$ cat config.mk
export PLATFORM = sky130hd
export DESIGN_NAME = axi_bridge
export DESIGN_NICKNAME = d
export VERILOG_FILES = /design/src/rtl/axi_bridge.sv
export SDC_FILE = /design/constraint.sdc
export NUM_CORES = 1
export LEC_CHECK = 0
export BUFFER_PORTS_ARGS = -buffer_cell sky130_fd_sc_hd__buf_2
export CAP_MARGIN = 20
export CORE_AREA = 2 2 206 208
export CTS_BUF_LIST = sky130_fd_sc_hd__clkbuf_8
export DETAILED_ROUTE_END_ITERATION = 10
export DIE_AREA = 0 0 208 210
export SYNTH_ARGS = -nofsm -noshare
export SYNTH_HDL_FRONTEND = slang
export SYNTH_SLANG_ARGS = --single-unit
$ cat constraint.sdc
create_clock -name clock -period 4.51 [get_ports clock]
set_clock_uncertainty 0.15 [all_clocks]
set_input_delay 1.1275 -clock clock [delete_from_list [all_inputs] [get_ports clock]]
set_output_delay 1.1275 -clock clock [all_outputs]
set_load 0.05 [all_outputs]
$ cat src/rtl/axi_bridge.sv
// axi_bridge: turns icache/dcache refill and writeback requests into AXI3
// master transactions. Two read clients (icache id 0, dcache id 1) share a
// single AR register; one dcache write client drives AW/W/B through a small FSM.
// Optional feature macro: WR_RAW_CHECK_EN -- refuse reads that hit the 16-byte
// block of a write still in flight.
module axi_bridge #(
  parameter int LINE_WORDS = 4,
  parameter int AXI_ID_W   = 4
) (
  input  logic                     clock,
  input  logic                     reset,
  // icache read client
  input  logic                     i_rd_req,
  input  logic [2:0]               i_rd_type,
  input  logic [31:0]              i_rd_addr,
  output logic                     i_rd_rdy,
  output logic                     i_ret_valid,
  output logic                     i_ret_last,
  output logic [31:0]              i_ret_data,
  // dcache read client
  input  logic                     d_rd_req,
  input  logic [2:0]               d_rd_type,
  input  logic [31:0]              d_rd_addr,
  output logic                     d_rd_rdy,
  output logic                     d_ret_valid,
  output logic                     d_ret_last,
  output logic [31:0]              d_ret_data,
  // dcache write client
  input  logic                     d_wr_req,
  input  logic [2:0]               d_wr_type,
  input  logic [31:0]              d_wr_addr,
  input  logic [3:0]               d_wr_wstrb,
  input  logic [32*LINE_WORDS-1:0] d_wr_data,
  output logic                     d_wr_rdy,
  // AXI read address
  output logic [AXI_ID_W-1:0]      arid,
  output logic [31:0]              araddr,
  output logic [7:0]               arlen,
  output logic [2:0]               arsize,
  output logic [1:0]               arburst,
  output logic [1:0]               arlock,
  output logic [3:0]               arcache,
  output logic [2:0]               arprot,
  output logic                     arvalid,
  input  logic                     arready,
  // AXI read data
  input  logic [AXI_ID_W-1:0]      rid,
  input  logic [31:0]              rdata,
  input  logic [1:0]               rresp,
  input  logic                     rlast,
  input  logic                     rvalid,
  output logic                     rready,
  // AXI write address
  output logic [AXI_ID_W-1:0]      awid,
  output logic [31:0]              awaddr,
  output logic [7:0]               awlen,
  output logic [2:0]               awsize,
  output logic [1:0]               awburst,
  output logic [1:0]               awlock,
  output logic [3:0]               awcache,
  output logic [2:0]               awprot,
  output logic                     awvalid,
  input  logic                     awready,
  // AXI write data
  output logic [AXI_ID_W-1:0]      wid,
  output logic [31:0]              wdata,
  output logic [3:0]               wstrb,
  output logic                     wlast,
  output logic                     wvalid,
  input  logic                     wready,
  // AXI write response
  input  logic [AXI_ID_W-1:0]      bid,
  input  logic [1:0]               bresp,
  input  logic                     bvalid,
  output logic                     bready
);

  localparam int DW = 32 * LINE_WORDS;

  localparam logic [1:0] W_IDLE = 2'd0;
  localparam logic [1:0] W_AW   = 2'd1;
  localparam logic [1:0] W_DATA = 2'd2;
  localparam logic [1:0] W_RESP = 2'd3;

  localparam logic [AXI_ID_W-1:0] ID_I = AXI_ID_W'(0);
  localparam logic [AXI_ID_W-1:0] ID_D = AXI_ID_W'(1);

  function automatic logic [7:0] enc_len(input logic [2:0] t);
    return (t == 3'b100) ? 8'(LINE_WORDS - 1) : 8'd0;
  endfunction

  function automatic logic [2:0] enc_size(input logic [2:0] t);
    return (t == 3'b100) ? 3'd2 : {1'b0, t[1:0]};
  endfunction

  logic          live;
  logic          out_i, out_d;
  logic          r_fire, i_done, d_done, i_busy, d_busy;
  logic          raw_i, raw_d;
  logic          i_can, d_can, acc_i, acc_d;
  logic [1:0]    w_state;
  logic [DW-1:0] w_buf;
  logic [3:0]    w_strb_q;
  logic [7:0]    w_cnt;
  logic          unused_ok;

  assign unused_ok = ^{rresp, bid, bresp};

  // Constant AXI attributes
  assign arburst = 2'b01;
  assign arlock  = 2'b00;
  assign arcache = 4'h0;
  assign arprot  = 3'h0;
  assign awburst = 2'b01;
  assign awlock  = 2'b00;
  assign awcache = 4'h0;
  assign awprot  = 3'h0;
  assign awid    = ID_D;
  assign wid     = ID_D;

  // Bridge comes alive one cycle after reset; gates all ready outputs
  always_ff @(posedge clock) begin
    if (reset) live <= 1'b0;
    else       live <= 1'b1;
  end

  assign rready = live;

  // R routing: beats only reach a client that actually has a read outstanding
  assign r_fire      = rvalid & rready;
  assign i_ret_valid = r_fire & (rid == ID_I) & out_i;
  assign d_ret_valid = r_fire & (rid == ID_D) & out_d;
  assign i_ret_last  = rlast;
  assign d_ret_last  = rlast;
  assign i_ret_data  = rdata;
  assign d_ret_data  = rdata;
  assign i_done      = i_ret_valid & rlast;
  assign d_done      = d_ret_valid & rlast;
  // A client finishing on this beat counts as free, allowing same-cycle re-accept
  assign i_busy      = out_i & ~i_done;
  assign d_busy      = out_d & ~d_done;

`ifdef WR_RAW_CHECK_EN
  assign raw_i = (w_state != W_IDLE) && (i_rd_addr[31:4] == awaddr[31:4]);
  assign raw_d = (w_state != W_IDLE) && (d_rd_addr[31:4] == awaddr[31:4]);
`else
  assign raw_i = 1'b0;
  assign raw_d = 1'b0;
`endif

  // dcache wins a tie; icache only loses when dcache is both asking and eligible
  assign d_can    = live & ~arvalid & ~d_busy & ~raw_d;
  assign i_can    = live & ~arvalid & ~i_busy & ~raw_i;
  assign d_rd_rdy = d_can;
  assign i_rd_rdy = i_can & ~(d_rd_req & d_can);
  assign acc_d    = d_rd_req & d_rd_rdy;
  assign acc_i    = i_rd_req & i_rd_rdy;

  // Single AR register: loaded on accept, held until arready
  always_ff @(posedge clock) begin
    if (reset) begin
      arvalid <= 1'b0;
      arid    <= '0;
      araddr  <= '0;
      arlen   <= '0;
      arsize  <= '0;
    end else if (acc_d || acc_i) begin
      arvalid <= 1'b1;
      arid    <= acc_d ? ID_D : ID_I;
      araddr  <= acc_d ? d_rd_addr : i_rd_addr;
      arlen   <= enc_len(acc_d ? d_rd_type : i_rd_type);
      arsize  <= enc_size(acc_d ? d_rd_type : i_rd_type);
    end else if (arvalid && arready) begin
      arvalid <= 1'b0;
    end
  end

  // Per-client outstanding flags: set on accept, cleared on the rlast beat
  always_ff @(posedge clock) begin
    if (reset) begin
      out_i <= 1'b0;
      out_d <= 1'b0;
    end else begin
      out_i <= i_busy | acc_i;
      out_d <= d_busy | acc_d;
    end
  end

  assign d_wr_rdy = live & (w_state == W_IDLE);
  assign awvalid  = (w_state == W_AW);
  assign wvalid   = (w_state == W_DATA);
  assign bready   = (w_state == W_RESP);
  assign wdata    = w_buf[31:0];
  assign wstrb    = w_strb_q;
  assign wlast    = wvalid & (w_cnt == awlen);

  // Write FSM: capture on accept, issue AW, stream beats word0 first, await B
  always_ff @(posedge clock) begin
    if (reset) begin
      w_state  <= W_IDLE;
      awaddr   <= '0;
      awlen    <= '0;
      awsize   <= '0;
      w_buf    <= '0;
      w_strb_q <= '0;
      w_cnt    <= '0;
    end else begin
      case (w_state)
        W_IDLE: begin
          if (d_wr_req && d_wr_rdy) begin
            w_state  <= W_AW;
            awaddr   <= d_wr_addr;
            awlen    <= enc_len(d_wr_type);
            awsize   <= enc_size(d_wr_type);
            w_strb_q <= (d_wr_type == 3'b100) ? 4'hF : d_wr_wstrb;
            w_buf    <= d_wr_data;
            w_cnt    <= '0;
          end
        end
        W_AW: begin
          if (awready) w_state <= W_DATA;
        end
        W_DATA: begin
          if (wready) begin
            w_buf <= w_buf >> 32;
            w_cnt <= w_cnt + 8'd1;
            if (wlast) w_state <= W_RESP;
          end
        end
        W_RESP: begin
          if (bvalid) w_state <= W_IDLE;
        end
        default: w_state <= W_IDLE;
      endcase
    end
  end

endmodule
==> results.md <==
Pwr:
- The static leakage is 5.38 nW.
- The cell area power density is 680 mW/mm^2.
- IR analysis of the VDD net gives a maximum drop of around 0.00075 V.

Worst setup path:
- The worst setup path is of the input port to primary output kind.
- The worst setup path is captured at a primary output.
- The worst setup path is launched from an input port.
- The data arrival time of the critical path is 2.37 ns.
- Counting cells, the worst reg-to-reg path comes to 6.
- The biggest fanout along the worst timing path is 5.
- The setup check on the worst reg-to-reg path leaves a slack of roughly 1.4 ns.
- The worst path required time is 3.23 ns.
- The worst register-to-register path begins at w_state[0]$_SDFFE_PP0P_.
- The critical register-to-register path endpoint is w_buf[88]$_SDFFE_PP0P_.
- The critical path starts at rid[1].
- The endpoint of the most critical setup path is i_rd_rdy.

Synth:
- The multiplexer area fraction after synthesis is 9.67%.
- The simple logic cell fraction of the synthesized area is between 10 and 15%.
- A synthesized cell averages 8.97 sq um.
- For this run, the leading register cell type out of synthesis is dfxtp_1.
- After synthesis, the largest family of logic cells by area is compound AO/OA/AOI/OAI gates.
- In the synthesized netlist, the number of instances is between 1k and 1.5k.
- The compound-cell area share of the yosys netlist is 19.7%.
- The adder-cell share of the synthesized area is less than 1%.
- The proportion of synthesized flip-flops having asynchronous set or reset is 0%.
- The number of synthesized flops with an enable pin is 0.
- The xor-xnor portion of the synthesized cell area is less than 1%.
- The Yosys step of the flow raised 0 warnings.
- In this run, synthesis produced a sequential element count of around 220.
- The number of library cell types mapped by synthesis is 51.
- The fraction of the yosys area taken by sequential cells is 41.6%.
- The netlist area before placement is 0.0105 sq mm.

Placement:
- The half-perimeter wire length of the detailed placement result is 21.4 mm.
- In this run, placement finished with an instance count of 1891.
- The count of buffers added on input and output ports is 373.
- Routability-driven placement finished with a final weighted congestion of 0.835.

STA:
- The slew of the pin with the lowest slew margin is 0.919 ns.
- Setup repair after global routing left no endpoint under its margin.
- The number of pins exceeding their max-slew limit in the final report is 0.
- Timing would allow up to 274 MHz.
- The number of failing hold endpoints at the final stage was 0.
- Setup violations remaining at the end of the flow were counted as 0.
- The share of the cycle needed by the critical path after routing is 80.9%.
- The smallest clock period supported by the final layout is computed as approximately 3.7 ns.
- The accumulated negative setup slack is 0 ns.
- The worst hold slack across all endpoints is around 0.30 ns.
- Measured against its own limit, the worst slew margin works out to 38.7%.

Final layout:
- For this run, the post-layout net count is between 1.5k and 2k.
- Fill cells in the final layout number roughly 4.5k.
- The core occupancy in the finished layout is 30.4%.
- From synthesis to final layout, the design area changed by 20.7%.
- Leaving out fill and tap cells, the most frequent cells in the layout are buf_2 (372), dfxtp_1 (217), nor2_1 (140).
- The most common cell after layout, fill and taps aside is buf_2.
- The share of final-layout standard cells stronger than drive strength 1 is 32.1%.
- The final instance count without filler cells is 1968.

GRT:
- Entering global routing, the biggest net connects 193 pins.
- The initial antenna violation count is 2.
- The via count of the first global-routing pass is 8790.
- Summed over all layers, the global routing overflow is 0.
- Global routing used 13.7% of the available tracks across all layers.
- The wire length of the first global-routing pass is 47.9 mm.

Die:
- From left edge to right edge, the die measures roughly 210 microns.
- The starting utilization of the core area is 25.2%.
- The floorplan has 75 rows.
- The total die area is 0.0437 sq mm.
- The number of ports placed on the die boundary is 525.
- The placeable core region is just over 0.04 sq mm.
- In this run the vertical extent of the chip is 210 microns.

CTS:
- TritonCTS built the clock tree.
- The root buffer cell chosen for the clock tree is clkbuf_8.
- In this run, CTS created clock tree buffers numbering 41.
- The post-cts repair resize count is 0.
- After clock tree synthesis, the setup repair step added 0 buffers.
- The number of clock sinks is ~220.
- The number of levels the H-tree was split into is 2.
- Buffers inserted to repair hold after CTS numbered 0.
- The clock insertion delay at the later pin of the skew report is 0.58 ns.
- The clock passes through at most 3 buffers.
- The clock transition at the registers of the reported paths is 0.06 ns.

Routing:
- In the routed design, unresolved DRC markers number 0.
- The total via count after detailed routing is 8989.
- The wire length per cell after detailed routing is 15.9 microns.
- Wires add up to 31.3 mm.
- The iteration-0 DRC count of the detailed router is 465.
- After detailed routing, the number of vias per cell comes to 4.57.
- The remaining antenna violation count is 0.
- The number of search-and-repair iterations in the first detailed-routing pass is 6.

Run status:
- The flow ran to the end, and the final reports show no timing, DRC or antenna violations.

Job:
- The number of violations of the max-capacitance limit is 0.

Hold path:
- The worst min-delay path category is register to register.
- The hold-critical path depth is 2.
cell type report:
| class | instances | area (sq um) | share of cell area [%] |
|---|---|---|---|
| repair buffers | 387 | 2020 | 16.0 |
| inverters | 9 | 33.8 | 0.268 |
| diodes | 1 | 2.50 | 0.0198 |
| flip-flops and latches | 217 | 4340 | 34.4 |
| multi-input cells | 740 | 4680 | 37.1 |
| well taps | 539 | 674 | 5.35 |
| clock inverters | 26 | 181 | 1.44 |
| clock buffers | 49 | 674 | 5.35 |
metrics by stage:
stage / power, W / setup slack (ns) / instance area, sq um
2_1_floorplan: 0.00624 / 0.635 / 10600
3_3_place_gp: 0.00658 / 0.880 / 11700
3_5_place_dp: 0.00666 / 0.857 / 11700
4_1_cts: 0.00871 / 0.854 / 12600
5_1_grt: 0.00919 / 0.819 / 12600
6_report: 0.00858 / 0.859 / 12600
cell usage after synthesis (2+ instances only):
master / instances / share of area (%)
nor3_1: 5 / 0.24
and3b_1: 3 / 0.25
ha_1: 6 / 0.72
nor2b_1: 39 / 2.3
nand4_1: 2 / 0.12
o21a_1: 2 / 0.14
buf_4: 160 / 11
o21ai_0: 3 / 0.14
inv_1: 8 / 0.29
nand2b_1: 2 / 0.12
and3_1: 4 / 0.24
a22oi_1: 32 / 2.3
nor4_1: 2 / 0.12
buf_6: 4 / 0.43
nand3_1: 5 / 0.24
a311oi_1: 2 / 0.17
or3_1: 6 / 0.36
a21oi_1: 72 / 3.4
nor2_1: 140 / 5.0
dfxtp_1: 217 / 42
o31ai_1: 33 / 2.4
conb_1: 2 / 0.072
buf_2: 27 / 1.3
clkbuf_1: 53 / 1.9
o221a_2: 4 / 0.43
mux2i_1: 101 / 9.7
a211oi_1: 97 / 7.0
nand2_1: 79 / 2.8
a32oi_1: 33 / 2.8
or4_1: 2 / 0.14
logic make-up after synthesis:
group / Yosys count
DFF: 217
muxes: 101
buffers and inverters: 254
other: 2
AOI/OAI and AO/OA: 287
xor gates and xnor gates: 1
and+or+nand+nor: 298
adders and majority gates: 6
worst min path at each step:
stage / from / to / slack, ns
final: awaddr[29]$_SDFFE_PP0P_ / awaddr[29]$_SDFFE_PP0P_ / 0.30
after global routing: awaddr[14]$_SDFFE_PP0P_ / awaddr[14]$_SDFFE_PP0P_ / 0.32
after CTS: awaddr[9]$_SDFFE_PP0P_ / awaddr[9]$_SDFFE_PP0P_ / 0.31
after detailed placement: awaddr[9]$_SDFFE_PP0P_ / awaddr[9]$_SDFFE_PP0P_ / 0.30
after global placement: awaddr[4]$_SDFFE_PP0P_ / awaddr[4]$_SDFFE_PP0P_ / 0.29
after floorplan: w_cnt[7]$_SDFFE_PP0P_ / w_cnt[7]$_SDFFE_PP0P_ / 0.30
worst max-delay path: stages:
cell and delay (ns):
buf_2 0.09, and3b_1 0.36, a41oi_4 0.16, or2_1 0.26, and3_1 0.17, buf_2 0.20
power breakdown:
part / switching, W / internal (W)
Combinational: 0.00261 / 0.00115
Clock: 0.000880 / 0.00111
Sequential: 0.000312 / 0.00252
Total: 0.00380 / 0.00478
registers in the layout, indices dropped and copies added, names as in the netlist:
name     flops
rready       1
arid         1
awlen        1
arsize       2
w_buf      128
out_d        1
w_cnt        8
awsize       2
awaddr      32
arvalid      1
arlen        1
w_state      2
out_i        1
wstrb        4
araddr      32
metal layers:
metal	up-vias	track usage, %	part of all wire, %
li1	4445	-	-
met1	4133	17.3	44
met2	352	21.8	46
met3	57	4.26	7.6
met4	2	5.26	2.4
met5	-	0	0.045
Power figures use the tool's default switching activity.
